## src/rtl/input_buffer.sv

```systemverilog
// input_buffer: DEPTH-entry circular flit buffer with a packet-framing checker.
// Optional same-cycle bypass of an empty buffer when INPUT_BUFFER_BYPASS_EN is defined.
`ifndef DATAW
`define DATAW 31
`endif
`ifndef VCHW
`define VCHW 1
`endif
`ifndef TYPE_NONE
`define TYPE_NONE 2'b00
`endif
`ifndef TYPE_HEAD
`define TYPE_HEAD 2'b01
`endif
`ifndef TYPE_DATA
`define TYPE_DATA 2'b10
`endif
`ifndef TYPE_TAIL
`define TYPE_TAIL 2'b11
`endif

module input_buffer #(
    parameter int unsigned DEPTH = 4
) (
    input  logic                     clk,
    input  logic                     rst_,
    input  logic [`DATAW:0]          idata,
    input  logic                     ivalid,
    input  logic [`VCHW:0]           ivch,
    output logic                     iready,
    output logic [`DATAW:0]          odata,
    output logic                     ovalid,
    output logic [`VCHW:0]           ovch,
    input  logic                     ordy,
    output logic [$clog2(DEPTH):0]   count,
    output logic                     pkt_err
);
    localparam int unsigned DW = `DATAW + 1;
    localparam int unsigned VW = `VCHW + 1;
    localparam int unsigned PW = $clog2(DEPTH);
    localparam int unsigned CW = PW + 1;
    localparam int unsigned EW = DW + VW;

    typedef enum logic {
        IDLE = 1'b0,
        BODY = 1'b1
    } state_e;

    logic [EW-1:0] mem_q [DEPTH];
    logic [EW-1:0] mem_d [DEPTH];
    logic [PW-1:0] wr_ptr_q, wr_ptr_d;
    logic [PW-1:0] rd_ptr_q, rd_ptr_d;
    logic [CW-1:0] count_q, count_d;
    state_e        state_q, state_d;
    logic          pkt_err_q, pkt_err_d;

    logic [1:0]    itype_c;
    logic          stored_c;
    logic          pop_c;
    logic          accept_c;
    logic          bypass_c;
    logic          push_c;
    logic [EW-1:0] head_c;

    // Handshake, storage update, output selection and framing check.
    always_comb begin
        mem_d     = mem_q;
        wr_ptr_d  = wr_ptr_q;
        rd_ptr_d  = rd_ptr_q;
        count_d   = count_q;
        state_d   = state_q;
        pkt_err_d = pkt_err_q;

        itype_c  = idata[DW-1 -: 2];
        stored_c = (count_q != '0);
        pop_c    = stored_c && ordy;
        iready   = rst_ && ((count_q < CW'(DEPTH)) || pop_c);
        accept_c = ivalid && iready && (itype_c != `TYPE_NONE);
`ifdef INPUT_BUFFER_BYPASS_EN
        bypass_c = accept_c && !stored_c && ordy;
`else
        bypass_c = 1'b0;
`endif
        push_c   = accept_c && !bypass_c;

        head_c = mem_q[rd_ptr_q];
        ovalid = stored_c;
        odata  = stored_c ? head_c[EW-1:VW] : '0;
        ovch   = stored_c ? head_c[VW-1:0]  : '0;
        if (bypass_c) begin
            ovalid = 1'b1;
            odata  = idata;
            ovch   = ivch;
        end

        if (push_c) begin
            mem_d[wr_ptr_q] = {idata, ivch};
            wr_ptr_d = (wr_ptr_q == PW'(DEPTH - 1)) ? '0 : wr_ptr_q + 1'b1;
        end
        if (pop_c) begin
            rd_ptr_d = (rd_ptr_q == PW'(DEPTH - 1)) ? '0 : rd_ptr_q + 1'b1;
        end
        case ({push_c, pop_c})
            2'b10:   count_d = count_q + 1'b1;
            2'b01:   count_d = count_q - 1'b1;
            default: count_d = count_q;
        endcase

        // Violating flits are still stored; the FSM follows the flit type regardless.
        if (accept_c) begin
            unique case (itype_c)
                `TYPE_HEAD: begin
                    if (state_q == BODY) pkt_err_d = 1'b1;
                    state_d = BODY;
                end
                `TYPE_TAIL: begin
                    if (state_q == IDLE) pkt_err_d = 1'b1;
                    state_d = IDLE;
                end
                default: begin
                    if (state_q == IDLE) pkt_err_d = 1'b1;
                end
            endcase
        end
    end

    always_ff @(posedge clk or negedge rst_) begin
        if (!rst_) begin
            for (int unsigned i = 0; i < DEPTH; i++) begin
                mem_q[i] <= '0;
            end
            wr_ptr_q  <= '0;
            rd_ptr_q  <= '0;
            count_q   <= '0;
            state_q   <= IDLE;
            pkt_err_q <= 1'b0;
        end else begin
            mem_q     <= mem_d;
            wr_ptr_q  <= wr_ptr_d;
            rd_ptr_q  <= rd_ptr_d;
            count_q   <= count_d;
            state_q   <= state_d;
            pkt_err_q <= pkt_err_d;
        end
    end

    assign count   = count_q;
    assign pkt_err = pkt_err_q;

endmodule

```

## config.mk

```make
export PLATFORM = sky130hd
export DESIGN_NAME = input_buffer
export DESIGN_NICKNAME = d
export VERILOG_FILES = /design/src/rtl/input_buffer.sv
export SDC_FILE = /design/constraint.sdc
export NUM_CORES = 1
export LEC_CHECK = 0
export ABC_AREA = 1
export BUFFER_PORTS_ARGS = -buffer_cell sky130_fd_sc_hd__buf_2
export CORE_ASPECT_RATIO = 0.6
export CORE_MARGIN = 2
export CORE_UTILIZATION = 30
export DETAILED_ROUTE_END_ITERATION = 7
export GPL_TIMING_DRIVEN = 1
export SYNTH_ARGS = -nofsm -noshare
export SYNTH_HDL_FRONTEND = slang
export SYNTH_SLANG_ARGS = --single-unit
export TNS_END_PERCENT = 5
```

## constraint.sdc

```tcl
create_clock -name clk -period 2.3 [get_ports clk]
set_clock_uncertainty 0.2 [all_clocks]
set_input_delay 0.575 -clock clk [delete_from_list [all_inputs] [get_ports clk]]
set_output_delay 0.575 -clock clk [all_outputs]
set_load 0.005 [all_outputs]
```

== After elaboration in Yosys (flattened, before gate mapping) ==
Index checks and enable logic that the tools add are counted.
Word-level totals
  input port bits: 38
  logic and storage cells: 54
  output and inout port bits: 40
  register bits: 145
Cells by class
  order comparisons: 4
  reductions and logical operators: 12
  bitwise operators: 2
  equality and inequality tests: 8
  mux-type cells: 15
  add/sub/neg operators: 4
Operators by type and width (number)
  $bwmux W136: 1
  $mux W34: 3
  $bmux W34 S2: 1
  $demux W34 S2: 1
  $mux W32: 1
  $eq A2 B2 Y1 const B: 4
  $ge A3 B3 Y1 const B: 2
  $mux W2: 3
  $not A2 Y3: 2
  $pmux W3 S2: 1
  $reduce_bool A2 Y1: 3
  $logic_and A1 B1 Y1: 5
  $add A2 B1 Y2 const B: 2
  $eq A2 B1 Y1 const B: 2
  $add A3 B1 Y3 const B: 1
  $lt A3 B1 Y1 const B: 1
  $lt A3 B3 Y1 const B: 1
  $mux W1: 3
  $reduce_and A3 Y1: 1
  $reduce_bool A3 Y1: 1
  $sub A3 B1 Y3 const B: 1
  $ne A2 B1 Y1 const B: 1
  $ne A2 B2 Y1 const B: 1
  $pmux W1 S2: 1
  other kinds (2): 2

== Depth between registers and ports, before layout ==
  depth after elaboration: 8
  gate-level depth with buffers: 10
  depth with buffers taken out: 10

== Worst setup path after synthesis ==
Ideal clock, no wire load.
  path type: input-to-reg
  from: input idata[31]
  to: register count_q[2] (netlist: count[2])
  setup time: 79 ps
  slack: -85 ps
  arrival time: 2106 ps
  stages on the path: 10
  buffers on the path: 1
  required time: 2021 ps
  path through: buf_2 nor2_4 inv_2 nand3_1 ha_1 inv_1 fa_1 or2_2 nand2_1 xor2_1
On the way
  cells in the longest elaborated chain, start to end: 4
  elaborated cells on any way between the ends: 6
  classes of those cells: 2 x eq/ne; 1 x mux; 3 x reduce/logical
Ends and longest elaborated chain
  from (decl): line 27  | input logic [`DATAW:0] idata,
  $reduce_bool A2 Y1 (no line) (*)
  $logic_and A1 B1 Y1 (*): line 78  | accept_c = ivalid && iready && (itype_c != `TYPE_NONE);
  $eq A2 B1 Y1 or $eq A2 B2 Y1 (tied branches): line 103  | case ({push_c, pop_c})
  $pmux W3 S2 or $reduce_bool A2 Y1 (tied branches)
  to (signal assigned): line 141  | count_q <= count_d;
  to (decl): line 53  | logic [CW-1:0] count_q, count_d;
Every way passes the cells marked *; elsewhere a longest branch is shown, timed or not.
A chain may end at the register's enable or synchronous reset.

== Final worst setup path ==
  from: register rd_ptr_q[1]
  to: output ovch[0]
On the way
  cells in the longest elaborated chain, start to end: 5
Ends and longest elaborated chain
  from (decl): line 52  | logic [PW-1:0] rd_ptr_q, rd_ptr_d;
  from (signal assigned): line 140  | rd_ptr_q <= rd_ptr_d;
  $not A2 Y3 (not written as such): line 86  | head_c = mem_q[rd_ptr_q];
  $bmux W34 S2: line 86
  $mux W34 (not written as such) (2 in a row): line 86
  $mux W2: line 89  | ovch = stored_c ? head_c[VW-1:0] : '0;
  to (decl): line 33  | output logic [`VCHW:0] ovch,
Every way passes these cells. The select of a mux whose other input is x is not followed.

==> out/summary.txt <==
outcome -> finished with violations
violations in the final reports -> setup timing
Critical R2R Launch -> count[1]
Total Nets Final -> 1036
Worst Tran Pin Value -> 0.705 ns
# clock sinks -> 145
GRT Total Usage -> 0.186
Register Area -> 3630 sq um
clock tree buffer depth -> 2
Post-CTS Hold Fix Bufs -> 0
Static Leak -> 0.00443 uW
core area -> 24100 sq um
Avg Synthesized Cell Area -> 8.00 sq um
initial antenna violation count -> 1
crit start category -> register
share of post-route cells with drive strength above 1 -> 0.228
Util after Layout -> 0.371
crit end category -> primary output
drt drc -> 0
Post-Synthesis Net Count -> 960
routing usage on met1 -> 0.291
die area -> 25700 sq um
Top Ports -> 78
min Tclk post-route -> 2.49 ns
Worst EP required -> 1.52 ns
clock slew at reported path FFs -> 0.07 ns
Total Power -> 13200 uW
GPL Wtd Cong -> 0.803
critical-path cell list -> buf_4 > buf_12 > nor2_2 > o21ai_0 > a21oi_1 > buf_2
first-pass GRT wire length -> 37.0 mm
filler instances -> 2457
Die Ht -> 125 um
Rel. slew slack -> 0.530
max incr delay on CP -> 0.40 ns
wire per inst -> 17.2 um
Die W -> 206 um
vias -> 6498
Final setup viols -> 34
Peak VDD IR -> 632 uV
sequential area share after synthesis -> 0.496
mean number of vias per cell -> 4.90
Final Hold Violating Endpoints -> 0
drt total wl -> 22.9 mm
Hold Slack -> 0.181 ns
Post-Synthesis Cells -> 915
Initial Util -> 0.304
pwr/cell area -> 1480 nW/um^2
CTS tree -> built
Final period util -> 1.08
Max Fclk -> 0.401 GHz
multi-input logic area -> 3250 sq um
critical path's slowest cell -> dfrtp_1
Hold WC Path Type -> in -> async
M2 GR Usage -> 0.257
Post-DP HPWL -> 14.1 mm
CTS Buf Count -> 17
number of global-route vias before repair -> 6451
First DRT Iteration DRCs -> 483
gr ovfl total -> 0
grt met3 use -> 0.0399
Setup WS post-layout -> -0.191 ns
I/O Buffers -> 77
# rows -> 44
Warnings, synthesis -> 0
area growth from synthesis to layout -> 21.8%
pre-CTS setup slack -> 0.0407 ns
RSZ-0062 raised after global routing -> yes
Netlist Area Pre-Place -> 7320 sq um
max cap viols -> 0
Crit Path Class -> reg -> out
WP data arrival -> 1.72 ns
clk_lat worst skew -> 0.42 ns
H-Tree Depth -> 4
Crit Path Max Fanout -> 23
ANT nets after route -> 0
GRT busiest layer -> met1
critical path startpoint -> rd_ptr_q[1]
flops & latches, synth -> 145
Synth cell types -> 25
Clock Tree Root -> clkbuf_16
Pre-antenna DRT Iters -> 5
pin count of the biggest net entering global routing -> 125
Max Slew Vio Count -> 0
==> kinds of logic (layout without fill, tap and decap cells) <==
family,after synthesis,in the layout,synth area share
simple gates,566,566,0.340
flops,145,145,0.496
compound gates,111,111,0.0778
buf+inv,83,172,0.0703
fa+ha+maj,7,7,0.0130
xor+xnor,3,3,0.00359
other cells,0,1,0
==> final timing paths <==
check	endpoint	slack, ns	depth (start not counted)
max reg2reg	count[2]	0.26	10
max	ovch[0]	-0.19	6
min reg2reg	mem_q[19]	0.27	2
min	mem_q[25]	0.18	3
min in group clk	mem_q[45]	0.23	3
max in group asynchronous	rd_ptr_q[0]	1.08	3
==> what timing repair did <==
item / 4_1_cts / 5_1_grt
gates resized for setup: 24 / 10
buffers inserted: 2 / 0
endpoints found under the hold margin: 0 / 0
cloned: 2 / 0
pin swaps: 4 / 1
setup endpoints to repair: 34 / 35
==> layout by cell type (no fill, tap or decap), types with 2 or more instances in the layout <==
cell        instances
buf_2              75
a21oi_2             8
nor2_1            132
o21ai_1             8
nor2_2              5
buf_6               5
bufinv_16           3
a21oi_1            27
nand4_4             4
xnor2_1             2
clkbuf_16          17
inv_1               7
buf_12             10
o21ai_0            66
clkinvlp_4          5
clkinv_4            3
inv_2               3
buf_16              2
buf_4              35
nand3_1           137
nand2_1           244
nand3_2             3
ha_1                5
nor2_4              3
clkbuf_8            3
dfrtp_1           144
nand2_2            37
==> registers in the layout, summed over array words and instances, names as in the netlist <==
name / count
state_q: 1
mem_q: 136
pkt_err: 1
rd_ptr_q: 2
wr_ptr_q: 2
count: 3
==> critical path, delay by kind of cell, from the launching register on <==
kind | cells | cell delay (ns)
AND/OR/NAND/NOR | 1 | 0.15
AO/OA/AOI/OAI | 2 | 0.27
buffers and inverters | 3 | 0.45
flip-flops | 1 | 0.40
==> stage by stage <==
stage                     instances  TNS [ns]  instance area [sq um]
after floorplan                 915         0                   7340
after CTS                      1326     -4.85                   8900
after global placement         1290         0                   8140
final                          1327     -4.31                   8920
after detailed placement       1290         0                   8140
after global routing           1326     -8.20                   8910
==> power by group <==
part / internal, uW / leakage, uW / switching (uW)
Combinational: 2300 / 0.00232 / 3560
Sequential: 3700 / 0.00183 / 687
Clock: 1800 / 0.000288 / 1160
Total: 7800 / 0.00443 / 5400
==> per-layer routing <==
| metal | part of all wire | vias to the layer above | routed length, um |
|---|---|---|---|
| met4 | 0.0079 | 0 | 181 |
| met3 | 0.072 | 16 | 1640 |
| met2 | 0.41 | 218 | 9400 |
| met1 | 0.51 | 3146 | 11700 |
| li1 | - | 3118 | - |
| met5 | 0 | - | 0 |
==> layout make-up <==
| cell class | count | area share |
|---|---|---|
| diodes | 1 | 0.000281 |
| clock buffers | 21 | 0.0528 |
| clock inverters | 11 | 0.0173 |
| inverters | 13 | 0.00645 |
| multi-input cells | 687 | 0.365 |
| flip-flops and latches | 145 | 0.407 |
| well taps | 322 | 0.0452 |
| repair buffers | 127 | 0.106 |
==> cells in the mapped netlist, drive strengths merged <==
master	number	share of area
nand3	140	0.096
buf	41	0.048
dfrtp	145	0.50
or2	1	0.00086
o21ai	74	0.051
clkbuf	29	0.015
inv	11	0.0056
a21oi	36	0.026
o21bai	1	0.0010
nor2	140	0.074
nand4	4	0.012
nand2	281	0.16
ha	6	0.010
clkinv	2	0.0010
fa	1	0.0027
xor2	1	0.0012
xnor2	2	0.0024
(Power assumes the default switching activity.)
